## config.mk

```make
export PLATFORM = sky130hd
export DESIGN_NAME = datapath_pipe
export DESIGN_NICKNAME = d
export VERILOG_FILES = /design/src/rtl/datapath_pipe.sv
export SDC_FILE = /design/constraint.sdc
export NUM_CORES = 1
export LEC_CHECK = 0
export BUFFER_PORTS_ARGS = -buffer_cell sky130_fd_sc_hd__buf_2
export CAP_MARGIN = 20
export CORE_ASPECT_RATIO = 0.7
export CORE_MARGIN = 2
export CORE_UTILIZATION = 30
export DETAILED_ROUTE_END_ITERATION = 10
export GPL_TIMING_DRIVEN = 0
export PLACE_DENSITY = 0.49
export SYNTH_ARGS = -nofsm -noshare
export SYNTH_HDL_FRONTEND = slang
export SYNTH_SLANG_ARGS = --single-unit
```

## constraint.sdc

```tcl
create_clock -name CLK -period 4.9 [get_ports CLK]
set_input_delay 0.98 -clock CLK [delete_from_list [all_inputs] [get_ports CLK]]
set_output_delay 0.98 -clock CLK [all_outputs]
set_load 0.005 [all_outputs]
```

## src/rtl/datapath_pipe.sv

```systemverilog
// Two-stage register-file datapath: RD reads/forwards operands, EX computes F,
// writes back and updates the registered {V,C,N,Z} status.
module datapath_pipe #(
    parameter int WIDTH = 4,
    parameter int NREG  = 4
) (
    input  logic                        CLK,
    input  logic                        RST,
    input  logic                        Valid,
    input  logic [3*$clog2(NREG)+6:0]   ControlWord,
    input  logic [WIDTH-1:0]            ConstantIn,
    input  logic [WIDTH-1:0]            DataIn,
    output logic [WIDTH-1:0]            AddressOut,
    output logic [WIDTH-1:0]            DataOut,
    output logic [3:0]                  Status,
    output logic [NREG*WIDTH-1:0]       RegFlat
);
    localparam int AW = $clog2(NREG);

    logic [AW-1:0]    da, aa, ba;
    logic             mb, md, rw;
    logic [3:0]       fs;

    assign rw = ControlWord[0];
    assign md = ControlWord[1];
    assign fs = ControlWord[5:2];
    assign mb = ControlWord[6];
    assign ba = ControlWord[7 +: AW];
    assign aa = ControlWord[7+AW +: AW];
    assign da = ControlWord[7+2*AW +: AW];

    logic [WIDTH-1:0] regs [NREG];

    logic             ex_valid, ex_md, ex_rw;
    logic [WIDTH-1:0] ex_a, ex_b, ex_din;
    logic [AW-1:0]    ex_da;
    logic [3:0]       ex_fs;

    logic [WIDTH-1:0] add_x, add_y;
    logic             add_cin;
    logic [WIDTH:0]   add_sum;
    logic [WIDTH-1:0] f, wb, b_rd;
    logic             flag_c, flag_v, fwd;

    // All arithmetic codes share one adder; only the B-side operand and carry-in vary.
    always_comb begin
        add_x   = ex_a;
        add_y   = '0;
        add_cin = 1'b0;
        case (ex_fs)
            4'b0001: add_cin = 1'b1;
            4'b0010: add_y = ex_b;
            4'b0011: begin add_y = ex_b;  add_cin = 1'b1; end
            4'b0100: add_y = ~ex_b;
            4'b0101: begin add_y = ~ex_b; add_cin = 1'b1; end
            4'b0110: add_y = '1;
            default: ;
        endcase
    end

    assign add_sum = {1'b0, add_x} + {1'b0, add_y} + {{WIDTH{1'b0}}, add_cin};

    always_comb begin
        f      = '0;
        flag_c = 1'b0;
        flag_v = 1'b0;
        if (!ex_fs[3]) begin
            if (ex_fs == 4'b0000 || ex_fs == 4'b0111) begin
                f = ex_a;
            end else begin
                f      = add_sum[WIDTH-1:0];
                flag_c = add_sum[WIDTH];
                flag_v = (add_x[WIDTH-1] == add_y[WIDTH-1]) &&
                         (add_sum[WIDTH-1] != add_x[WIDTH-1]);
            end
        end else begin
            case (ex_fs[2:0])
                3'b000: f = ex_a & ex_b;
                3'b001: f = ex_b;
                3'b010: f = ex_a | ex_b;
                3'b011: begin f = {1'b0, ex_b[WIDTH-1:1]}; flag_c = ex_b[0]; end
                3'b100: f = ex_a ^ ex_b;
                3'b101: begin f = {ex_b[WIDTH-2:0], 1'b0}; flag_c = ex_b[WIDTH-1]; end
                3'b110: f = ~ex_a;
                default: f = '0;
            endcase
        end
    end

    assign wb  = ex_md ? ex_din : f;
    assign fwd = ex_valid && ex_rw;

    assign AddressOut = (fwd && ex_da == aa) ? wb : regs[aa];
    assign b_rd       = (fwd && ex_da == ba) ? wb : regs[ba];
    assign DataOut    = mb ? ConstantIn : b_rd;

    always_ff @(posedge CLK or posedge RST) begin
        if (RST) begin
            ex_valid <= 1'b0;
            ex_md    <= 1'b0;
            ex_rw    <= 1'b0;
            ex_a     <= '0;
            ex_b     <= '0;
            ex_din   <= '0;
            ex_da    <= '0;
            ex_fs    <= '0;
            Status   <= '0;
            for (int k = 0; k < NREG; k++) regs[k] <= '0;
        end else begin
            ex_valid <= Valid;
            ex_md    <= md;
            ex_rw    <= rw;
            ex_a     <= AddressOut;
            ex_b     <= DataOut;
            ex_din   <= DataIn;
            ex_da    <= da;
            ex_fs    <= fs;
            if (ex_valid && ex_rw)
                regs[ex_da] <= wb;
            if (ex_valid && !ex_md)
                Status <= {flag_v, flag_c, f[WIDTH-1], f == '0};
        end
    end

    for (genvar k = 0; k < NREG; k++) begin : g_flat
        assign RegFlat[k*WIDTH +: WIDTH] = regs[k];
    end

endmodule

```

==> results of run 1 <==
==> power breakdown <==
part / switching [µW] / leakage (µW) / internal [µW]
clock network: 134 / 0.0000841 / 255
registers: 73.7 / 0.000506 / 400
logic: 190 / 0.000894 / 189
==> worst register-to-register path, stage by stage (launching register included) <==
cell	delay, ns
dfrtp_1	0.44
buf_6	0.19
buf_6	0.16
inv_1	0.08
a21oi_4	0.19
nand2_1	0.10
a21oi_2	0.19
fa_1	0.23
inv_1	0.06
fa_1	0.40
xor2_1	0.25
o21ai_0	0.13
a211oi_2	0.28
o31a_1	0.32
mux2i_1	0.16
==> through the flow <==
step	power [µW]	setup TNS (ns)
after floorplan	704	0
after global placement	847	0
after detailed placement	853	0
after CTS	1250	0
after global routing	1330	-0.0138
final	1240	0
==> layer usage <==
metal / vias to the layer above / routed length, µm / GRT usage, %
li1: 986 / - / -
met1: 995 / 3800 / 24.8
met2: 54 / 2760 / 21.6
met3: 4 / 382 / 3.81
met4: 0 / 55 / 3.78
met5: - / 0 / 0
==> synthesized netlist by cell type, drive strengths merged (3+ instances only) <==
library cell and instances:
xor2 5, nand2 31, mux2 11, nor3 3
dfrtp 41, inv 18, a21oi 10, o21ai 19
and3 3, mux4 8, nor2 11, and3b 3
nand2b 4, ha 11, clkbuf 6, and2 3
a21o 3, mux2i 11, buf 3
==> what timing repair did <==
item	in CTS	in global routing
setup endpoints to repair	0	2
hold buffers	0	0
resized for setup	0	7
==> layout make-up <==
type | instances | area, µm²
buffer | 9 | 50.0
clock buffer | 7 | 143
clock inverter | 1 | 30.0
fill | 810 | 4910
inverter | 18 | 67.6
multi-input combinational | 175 | 1410
sequential | 41 | 1030
tap | 101 | 126
timing repair buffer | 49 | 245
==> registers in the layout, summed over array words and instances, names as in the netlist <==
signal,count
RegFlat,16
Status,4
add_x,4
ex_b,4
ex_din,4
ex_fs,4
ex_da,2
ex_md,1
ex_rw,1
ex_valid,1
==> final timing paths <==
| check | from | endpoint | slack, ns |
|---|---|---|---|
| min in group asynchronous | RST | ex_din[0] | 0.88 |
| hold / removal | Status[2] | Status[2] | 0.48 |
| max in group asynchronous | RST | RegFlat[2] | 3.49 |
| setup / recovery | ex_fs[2] | DataOut[2] | 0.28 |
| hold reg to reg | Status[2] | Status[2] | 0.48 |
| setup reg to reg | ex_fs[2] | add_x[2] | 1.56 |
==> cells by family (layout without fill, tap and decap cells) <==
group,Yosys count,in the layout,synth area share [%]
flip-flops,41,41,40.6
multiplexers,30,30,16.4
AND/OR/NAND/NOR,71,71,13.9
adder cells (fa/ha/maj),13,13,7.02
buffers and inverters,27,84,4.65
XOR/XNOR,7,7,2.42
AO/OA/AOI/OAI,54,54,15.0
==> summary.txt, run 1 <==
Crit path arrival time - 3.64 ns
Placement Setup Slack - 0.351 ns
Area leader, netlist - dfrtp_1
Via/cell ratio - 5.08
Antenna Cells - 0
Global-route wire length before repair - 10900 µm
Top-area cell type share of the netlist area - 40.6%
Slowest stage delay, CP - 0.44 ns
Worst VDD drop - 0.164 mV
Vias in the first global route - 1980
Static Leakage - 0.00148 µW
Ys flop type - dfrtp_1
Most frequent cells in the layout - 50 x buf_2, 41 x dfrtp_1, 31 x nand2_1
Initial DRC count - 95
Worst setup path class - reg2out
Overall die height - 80.8 µm
Max-cap check violation count - 0
Synth unique cells - 49
Hold Crit Depth - 2
Buffers on Ports - 49
# IOs - 52
Crit end category - primary output
Post-Syn Instances - 243
Fmax - 216 MHz
Required @ worst endpoint - 3.92 ns
Share of post-route cells with drive strength above 1 - 30.0%
Area of the core - 8010 µm²
Full die area - 9200 µm²
Mapped Nets - 280
Setup-failing EPs final - 0
Non-Filler Instances - 401
Worst path top cell family by delay - compound AO/OA/AOI/OAI gates
Power Density - 401 nW/µm²
R2R depth - 14
Final core utilization - 38.7%
Asr flop ratio synth - 100%
Hold crit path type - reg2reg
HPWL after DPL - 5370 µm
Setup ws final - 0.279 ns
CTS buffer count - 5
Commonest non-fill, non-tap cell in the layout - buf_2
Placed cell area - 2900 µm²
Seq/Total Area, Yosys - 40.6%
CP Buf/Inv Count - 5
Yosys warns - 0
DR WL/cell - 17.4 µm
Startpoint Class - register
Die width - 114 µm
Grt ovf - 0
Vias - 2039
Number of remaining DRC errors - 0
Largest net degree at the start of global routing - 42
Yosys reg bits - 41
Initial Utilization - 31.6%
Worst-Skew Late Latency - 0.28 ns
Final Max Tran Viols - 0
Slew HR - 42.4%
Clk_skew - 0.00398 ns
Post-CTS setup buffer count - 0
Post-Place Cells - 393
Area growth from synthesis to layout - 22.5%
1st-pass router iterations - 4
Slew @ Worst Pin - 0.863 ns
Clock sink count - 41
WHS - 0.484 ns
Clock transition at path regs - 0.06 ns
CTS Root Cell - clkbuf_16
Status - finished, final reports clean
Fin. Hold Viols - 0
CTS Buffer Depth - 2
NumNets Final - 336
CP max stage cell - dfrtp_1
H-tree levels - 2
Final period util - 94.3%
Synth top area cells - dfrtp_1 41%, mux4_2 7.1%, ha_1 5.4%
Number of synthesized flops with an enable pin - 0
Crit-path cells - buf_6, buf_6, inv_1, a21oi_4, nand2_1, a21oi_2, fa_1, inv_1, fa_1, xor2_1, o21ai_0, a211oi_2, o31a_1, o21ai_1, buf_2
Mapped cell area - 2530 µm²
Fin crit period - 4.62 ns
Syn Area/Cell - 10.4 µm²
WP depth - 15
CTS tree - done
Antenna violation net count after detailed routing - 0
Fin area - 3100 µm²
Total track usage - 15.8%
Crit Path Max Fanout - 10
Gp weighted congestion - 0.848
Row count - 27
Initial antenna violation count - 0
Routed WL - 6990 µm
Power figures use the tool's default switching activity.
==> run 2: changes to the inputs <==
==> constraint.sdc (replaced) <==
create_clock -name CLK -period 5.5 [get_ports CLK]
set_input_delay 1.1 -clock CLK [delete_from_list [all_inputs] [get_ports CLK]]
set_output_delay 1.1 -clock CLK [all_outputs]
set_load 0.005 [all_outputs]
==> run 2 against run 1 <==
  * Clock skew about the same
  * Flip-flop and latch count stayed put
  * Power decreased by 11%
  * Combinational power down 12%
  * Core utilization decreased by 0.30 points
  * Global-route usage unchanged
  * Wire length decreased by 1.2%
  * Clock power down 11%
  * Cell count stayed put
  * Count of clock-buffer cells in the layout stayed put
==> summary.txt, run 2 (synthesis results as in run 1) <==
CTS Root Cell - clkbuf_16
Most frequent cells in the layout - 50 x buf_2, 41 x dfrtp_1, 31 x nand2_1
Share of post-route cells with drive strength above 1 - 28.7%
Met1 WL - 3740 µm
CTS Hold Bufs - 0
Antenna violation net count after detailed routing - 0
Max-cap check violation count - 0
Worst setup path class - reg2out
RSZ-0062 raised after global routing - no
Post-Place Cells - 393
Overall die height - 80.8 µm
Final period util - 91.4%
Hold crit path type - reg2reg
Number of remaining DRC errors - 0
DR top layer - met4
CTS Buffer Depth - 2
Largest register FFs - 16
Area growth from synthesis to layout - 21.5%
1st-pass router iterations - 4
Setup-failing EPs final - 0
Gp weighted congestion - 0.848
Final Max Tran Viols - 0
Total track usage - 15.8%
Grt ovf - 0
NumNets Final - 336
DR WL/cell - 17.2 µm
Initial DRC count - 105
Antenna Cells - 0
Clock transition at path regs - 0.06 ns
Status - finished, final reports clean
Crit path arrival time - 3.93 ns
Static Leakage - 0.00148 µW
CTS buffer count - 5
Non-Filler Instances - 401
Placement Setup Slack - 0.831 ns
Filler Cells Inserted - 812
Startpoint Class - register
Power Density - 358 nW/µm²
Initial Utilization - 31.6%
Global-route wire length before repair - 10900 µm
Met2 wire length - 2710 µm
HPWL after DPL - 5370 µm
Area of the core - 8010 µm²
Slew @ Worst Pin - 0.858 ns
Crit Path Max Fanout - 10
# IOs - 52
Vias - 1998
Fin crit period - 5.03 ns
Setup tns final - 0 ns
Setup ws final - 0.470 ns
Placed cell area - 2900 µm²
H-tree levels - 2
Worst VDD drop - 0.146 mV
Largest net degree at the start of global routing - 42
Final core utilization - 38.4%
Full die area - 9200 µm²
Slew HR - 42.7%
Die width - 114 µm
Clk_skew - 0.00437 ns
Required @ worst endpoint - 4.40 ns
Via/cell ratio - 4.98
CTS tree - done
Fin. Hold Viols - 0
Clock sink count - 41
Routed WL - 6910 µm
Fmax - 199 MHz
Vias in the first global route - 1980
Crit end category - primary output
Routed length on met3 - 411 µm
Post-CTS setup buffer count - 0
Worst-Skew Late Latency - 0.28 ns
Buffers on Ports - 49
Row count - 27
CTS resizes - 0
Commonest non-fill, non-tap cell in the layout - buf_2
Initial antenna violation count - 0
Fin area - 3070 µm²
==> run 2: worst paths after layout <==
| path | cells past startpoint | slack (ns) | to | startpoint |
|---|---|---|---|---|
| min | 2 | 0.48 | Status[2] | Status[2] |
| min in group asynchronous | 2 | 0.99 | ex_din[0] | RST |
| max | 15 | 0.47 | DataOut[2] | ex_fs[2] |
| max reg2reg | 14 | 1.87 | ex_b[2] | ex_fs[2] |
| min reg2reg | 2 | 0.48 | Status[2] | Status[2] |
| max in group asynchronous | 2 | 3.97 | RegFlat[2] | RST |
==> run 2: report_power, final <==
group	internal (µW)	switching [µW]	leakage (µW)	total, µW
sequential	357	63.9	0.000506	421
combinational	167	166	0.000890	333
clock	227	120	0.0000841	347
total	750	350	0.00148	1100
==> run 2: layout make-up <==
cell class | count | area, µm² | share of cell area (%)
clock inverters | 1 | 30.0 | 0.977
multi-input cells | 175 | 1390 | 45.1
repair buffers | 49 | 245 | 7.98
inverters | 18 | 67.6 | 2.20
plain buffers | 9 | 50.0 | 1.63
well taps | 101 | 126 | 4.11
flip-flops and latches | 41 | 1030 | 33.4
clock buffers | 7 | 143 | 4.64
==> run 2: per-stage QoR <==
stage	total power (µW)	hold WS (ns)
CTS	1110	0.490
detailed placement	760	0.468
floorplan	627	0.473
global route	1180	0.506
finish	1100	0.484
global placement	754	0.471
==> run 2: worst max-delay path, cell delays in order (launching register included) <==
cell and delay [ns]:
dfrtp_1 0.44, buf_6 0.19, buf_6 0.15, inv_1 0.05, a21oi_1 0.38, nand2_1 0.11, a21oi_1 0.24, fa_1 0.25
inv_1 0.06, fa_1 0.40, xor2_1 0.23, o21ai_0 0.10, a211oi_1 0.33, o31a_1 0.32, o21ai_0 0.21, buf_2 0.17
==> run 2: metal layers <==
metal | vias up | global-route usage, %
li1 | 979 | -
met1 | 960 | 24.8
met2 | 55 | 21.6
met3 | 4 | 3.81
met4 | 0 | 3.78
met5 | - | 0
